===== config.mk =====
export PLATFORM = sky130hd
export DESIGN_NAME = count_seq_monitor
export DESIGN_NICKNAME = d
export VERILOG_FILES = /design/src/rtl/count_seq_monitor.sv
export SDC_FILE = /design/constraint.sdc
export NUM_CORES = 1
export LEC_CHECK = 0
export BUFFER_PORTS_ARGS = -buffer_cell sky130_fd_sc_hd__buf_2
export CORE_ASPECT_RATIO = 0.9
export CORE_MARGIN = 2
export CORE_UTILIZATION = 45
export CTS_CLUSTER_DIAMETER = 80
export DETAILED_ROUTE_END_ITERATION = 7
export PLACE_DENSITY = 0.69
export SYNTH_ARGS = -nofsm -noshare
export SYNTH_HDL_FRONTEND = slang
export SYNTH_SLANG_ARGS = --single-unit
export TNS_END_PERCENT = 10

===== constraint.sdc =====
create_clock -name clk -period 1.9 [get_ports clk]
set_input_delay 0.095 -clock clk [delete_from_list [all_inputs] [get_ports clk]]
set_output_delay 0.095 -clock clk [all_outputs]
set_load 0.05 [all_outputs]

===== src/rtl/count_seq_monitor.sv =====
// Sequence checker for a free-running mod-(MAX_COUNT+1) counter: locks on the first 0, tracks
// the expected next value, counts legal wraps and captures the first violation.
module count_seq_monitor #(
  parameter int unsigned WIDTH      = 4,
  parameter int unsigned MAX_COUNT  = 13,
  parameter int unsigned WRAP_CNT_W = 8
) (
  input  logic                  clk,
  input  logic                  rst,
  input  logic [WIDTH-1:0]      count_in,
  input  logic                  clr,
  output logic                  locked,
  output logic                  wrap_pulse,
  output logic [WRAP_CNT_W-1:0] wrap_cnt,
  output logic                  err,
  output logic [WIDTH-1:0]      err_expected,
  output logic [WIDTH-1:0]      err_actual
);

  typedef enum logic [1:0] {
    StSync  = 2'b00,
    StTrack = 2'b01,
    StError = 2'b10
  } state_e;

  localparam logic [WIDTH:0] MaxExt = (WIDTH+1)'(MAX_COUNT);

  state_e                state_q, state_d;
  logic [WIDTH-1:0]      expected_q, expected_d;
  logic                  locked_q, locked_d;
  logic                  wrap_pulse_q, wrap_pulse_d;
  logic [WRAP_CNT_W-1:0] wrap_cnt_q, wrap_cnt_d;
  logic                  err_q, err_d;
  logic [WIDTH-1:0]      err_expected_q, err_expected_d;
  logic [WIDTH-1:0]      err_actual_q, err_actual_d;
  logic [WIDTH:0]        count_inc;

  // One extra bit so the increment of the top value cannot overflow.
  assign count_inc = {1'b0, count_in} + 1'b1;

  always_comb begin
    state_d        = state_q;
    expected_d     = expected_q;
    wrap_pulse_d   = 1'b0;
    wrap_cnt_d     = wrap_cnt_q;
    err_d          = err_q;
    err_expected_d = err_expected_q;
    err_actual_d   = err_actual_q;

    if (clr) begin
      state_d        = StSync;
      expected_d     = '0;
      wrap_cnt_d     = '0;
      err_d          = 1'b0;
      err_expected_d = '0;
      err_actual_d   = '0;
    end else begin
      case (state_q)
        StSync: begin
          if (count_in == '0) begin
            state_d    = StTrack;
            expected_d = WIDTH'(1);
          end
        end
        StTrack: begin
          if (count_in == expected_q) begin
            expected_d = (count_inc > MaxExt) ? '0 : count_inc[WIDTH-1:0];
            if (count_in == '0) begin
              wrap_pulse_d = 1'b1;
              if (wrap_cnt_q != '1) wrap_cnt_d = wrap_cnt_q + 1'b1;
            end
          end else begin
            state_d        = StError;
            err_d          = 1'b1;
            err_expected_d = expected_q;
            err_actual_d   = count_in;
          end
        end
        StError: ;
        default: begin
          state_d    = StSync;
          expected_d = '0;
        end
      endcase
    end

    locked_d = (state_d == StTrack);
  end

  always_ff @(posedge clk or negedge rst) begin
    if (!rst) begin
      state_q        <= StSync;
      expected_q     <= '0;
      locked_q       <= 1'b0;
      wrap_pulse_q   <= 1'b0;
      wrap_cnt_q     <= '0;
      err_q          <= 1'b0;
      err_expected_q <= '0;
      err_actual_q   <= '0;
    end else begin
      state_q        <= state_d;
      expected_q     <= expected_d;
      locked_q       <= locked_d;
      wrap_pulse_q   <= wrap_pulse_d;
      wrap_cnt_q     <= wrap_cnt_d;
      err_q          <= err_d;
      err_expected_q <= err_expected_d;
      err_actual_q   <= err_actual_d;
    end
  end

  assign locked       = locked_q;
  assign wrap_pulse   = wrap_pulse_q;
  assign wrap_cnt     = wrap_cnt_q;
  assign err          = err_q;
  assign err_expected = err_expected_q;
  assign err_actual   = err_actual_q;

endmodule


# After elaboration in Yosys (flattened, before gate mapping)
# Cells that the tools add are included.
# Widths: inputs -> output; s select.
[word_totals]
ff_bits = 25
input_bits = 7
output_inout_bits = 19
[classes]
addsub = 2
magnitude_cmp = 1
n_eq_ne = 9
n_mux = 27
n_reduce_logical = 9
[op_table]
columns = ["operator", "n"]
rows = [
  ["$mux 4", 10],
  ["$mux 8", 5],
  ["$pmux 4 s3", 1],
  ["$add 8x1->8 const B", 1],
  ["$ne 8x8->1 const B", 1],
  ["$reduce_bool 2->1", 4],
  ["$mux 1", 7],
  ["$mux 2", 3],
  ["$ne 3x3->1 const B", 2],
  ["$pmux 2 s3", 1],
  ["$add 4x1->5 const B", 1],
  ["$gt 5x4->1 const B", 1],
  ["$eq 2x1->1 const B", 2],
  ["$eq 4x4->1", 1],
  ["$logic_not 4->1", 1],
  ["$ne 2x2->1 const B", 2],
  ["$reduce_and 4->1", 1],
  ["$reduce_and 3->1", 1],
  ["$eq 2x2->1 const B", 1],
  ["$logic_not 2->1", 1],
  ["$reduce_and 2->1", 1],
]

# Logic depth before layout (Yosys ltp)
[logic_depth]
word_depth = 6
depth_mapped = 7
mapped_depth_nobuf = 6

# Least setup slack after synthesis
# Ideal clock, no wire load.
[synth_timing]
kind = "reg2reg"
start = "register expected_q[3]"
end = "register wrap_cnt_q[6], in the netlist wrap_cnt[6]"
arrival_time_ps = 1847
setup_slack_ps = -69
path_stages_with_launch = 5
path_buffers = 0
cell_sequence = "dfrtp_1 -> xor2_1 -> or4_4 -> or4_1 -> a32o_1"
[synth_between]
elab_chain_cells = 3
[synth_rtl]
columns = ["item", "line_no", "rtl"]
rows = [
  ["start, declared", "29", "logic [WIDTH-1:0] expected_q, expected_d;"],
  ["start signal, assigned", "102", "expected_q <= expected_d;"],
  ["$eq 4x4->1", "66", "if (count_in == expected_q) begin"],
  ["$reduce_bool 2->1 (no line)", "-", ""],
  ["$reduce_and 4->1 (no line)", "-", ""],
  ["end signal, assigned", "105", "wrap_cnt_q <= wrap_cnt_d;"],
  ["end, declared", "32", "logic [WRAP_CNT_W-1:0] wrap_cnt_q, wrap_cnt_d;"],
]
# No other way between the ends.
# A chain may end at the register's enable or synchronous reset.

# Worst setup path after layout
[layout_timing]
start = "register expected_q[1]"
end = "register wrap_cnt_q[6], in the netlist wrap_cnt[6]"
# Same word-level chain as after synthesis.

==> reports/qor.csv <==
metric;value;unit
run_status;finished with violations;
violations;negative setup slack;
cts_sinks;25;
multiInputGateArea;718;um^2
avgViaCountPerCell;5.49;
wl_met3;174;um
cts_tree;yes;
r2r_slack;-90;ps
wl_met1;1.53;mm
grt_pass1_wl;5.37;mm
overflow;0;
p_leak;0.848;nW
rr_worst_depth;4;
power_frac_comb;14.7;%
place_hpwl;2.43;mm
num_vias;1290;
pre_cts_slack;-133;ps
cp_cell_sequence;xor2_1, or4_4, or4_1, a32o_1;
ys_async_sr_fraction;100;%
critPathLaunch;expected_q[1];
cts_root_buf;clkbuf_4;
max_freq;502;MHz
htree_num_levels;1;
postCtsSetupBuffers;0;
synth_nets;161;
grt_start_max_net_pins;26;
hold_violations;0;
ys.flop_type;dfrtp_1;
clkPwrFrac;26.2;%
grt_pass1_vias;1173;
fin_crit;1990;ps
cp-end-kind;register;
fillers;276;
synthAdderAreaFrac;3.58;%
clk_path_buf_depth;2;
syn_area_per_cell;9.31;um^2
n_antenna_cell;0;
rsz0062_at_grt;yes;
clk_latency;320;ps
relSlewSlack;58.4;%
syn_area;1400;um^2
seq_area_frac_synth;44.8;%
die_x;62.7;um
whs_endpoint;expected_q[0];
synth_cell_types;37;
worst_pin_slew;622;ps
drive_gt1_share;32.1;%
power.density;520;nW/um^2
synth_mux_area_share;2.42;%
fin_crit_sh;105;%
hold_class;in2reg;
critPathKind;reg2reg;
area.growth.synth_to_final;26.3;%
die_area;3570;um^2
wl_per_cell;14.1;um
whs_path_depth;2;
register_area;626;um^2
grtUsageTotal;19.2;%
irDropWorstVdd;0.000259;V
maxSlewViolCount;0;
synth_seq_cells;25;
regToRegStartpoint;expected_q[1];
layout_setup_ws;-92.0;ps
wl_met2;1.60;mm
num-nets-final;205;
power.total;0.917;mW
max_stage_delay;540;ps
io_pins;26;
top_layer;met4;
postSynthCellCount;150;
cap_violations;0;
synth_compound_area_share;17.5;%
post_dp_cell_area;1700;um^2
whs;53.5;ps
routed_wl;3.32;mm
cp.arrival;2220;ps
p_int;0.674;mW
core-area;3000;um^2
cp_slowest_cell;or4_4;
cts_buffers;3;
regToRegEndpoint;wrap_cnt[6];
worstPathMaxFanout;3;
synth_edf_count;0;
finalClockSkew;9.96;ps
synth_top_family_by_area;simple AND/OR/NAND/NOR gates;
swShare;26.4;%
dr.pass1.iters;4;
ant_nets;0;
crit_path_start_kind;register;
drt_iter0_markers;58;
row_count;19;
initial_core_util;46.6;%
port_buffers;25;
path_clk_slew;140;ps
p_sw;0.242;mW
pwr-share-seq;59.1;%
yosys.area_share.simple;21.8;%
globalplace.congestion;0.842;
antenna_found_initial;0;
fp.dieH;56.8;um
setup_viol;4;
yosysWarnings;0;
cp.required;2130;ps
synth_xor_xnor_area_share;3.76;%
worstHoldStart;count_in[0];
drcViolationCount;0;
design_area;1760;um^2
## worst max path at each step
stage                  end  slack (ps)  cells past startpoint
2_1_floorplan  wrap_cnt[6]         -60                      4
3_3_place_gp   wrap_cnt[4]         -70                      5
3_5_place_dp   wrap_cnt[3]        -130                      5
4_1_cts        wrap_cnt[6]        -100                      4
5_1_grt        wrap_cnt[6]        -140                      4
6_report       wrap_cnt[6]         -90                      4
## placed cells by master (no fill, tap or decap), types with 5 or more instances in the layout
cell type  synthesis  layout
a21oi_1           17      15
buf_2              0      25
buf_4              1      22
dfrtp_1           25      25
inv_1              8       8
nand2_1           12      12
nand3_1           18      18
o21ai_0            5       5
o31ai_1            5       5
xor2_1             6       6
## per-stage QoR
stage	setup TNS [ps]	util, %	instances
finish	-299	58.9	235
global route	-584	58.9	235
CTS	-325	58.0	235
detailed placement	-474	56.7	230
global placement	-257	56.7	230
floorplan	-230	-	150
## worst max-delay path, delay by kind of cell (launching register included)
kind             cells  cell delay (ps)
flip-flops           1              410
XOR/XNOR             1              190
AO/OA/AOI/OAI        1              250
AND/OR/NAND/NOR      2             1060
## kinds of logic after synthesis
family,Yosys count
simple gates,56
compound gates,38
flops,25
mux,3
fa+ha+maj,4
buf+inv,18
xor+xnor,6
## Yosys cell counts (all sizes together), types with 4 or more instances
cell	n	area, um^2
dfrtp	25	626
nand3	18	90.1
a21oi	17	85.1
nand2	12	45.0
inv	8	30.0
clkbuf	7	26.3
xor2	6	52.6
o21ai	5	25.0
o31ai	5	37.5
or4	5	41.3
ha	4	50.1
nor2	4	15.0
nor2b	4	25.0
nor3	4	20.0
## layout make-up
cell class                      count  area share, %
Clock buffer                        4           1.49
Inverter                            8           1.70
Multi-Input combinational cell    107           40.7
Sequential cell                    25           35.5
Tap cell                           42           2.98
Timing Repair Buffer               49           17.7
## metal layers
metal  GRT usage [%]  vias up
li1                -      636
met3            3.01        4
met2            28.6       47
met4            7.30        0
met5               0        -
met1            28.0      603
## repair_timing
item                       in CTS  in global routing
hold buffers                    1                  0
hold endpoints to repair       25                  0
resized for setup               1                  6
pin swaps                       4                  2
setup endpoints to repair       6                  6
## registers in the layout (all words and copies together) (netlist names)
name / count
err_expected: 4
state_q: 2
wrap_cnt: 8
err_actual: 4
err: 1
locked: 1
wrap_pulse: 1
expected_q: 4
## power groups by stage
stage	sequential, mW	combinational, mW	clock [mW]
floorplan	0.559	0.0650	0
CTS	0.542	0.134	0.243
global placement	0.552	0.127	0
global route	0.543	0.149	0.278
detailed placement	0.552	0.131	0
finish	0.542	0.135	0.240
Power figures use the tool's default switching activity.
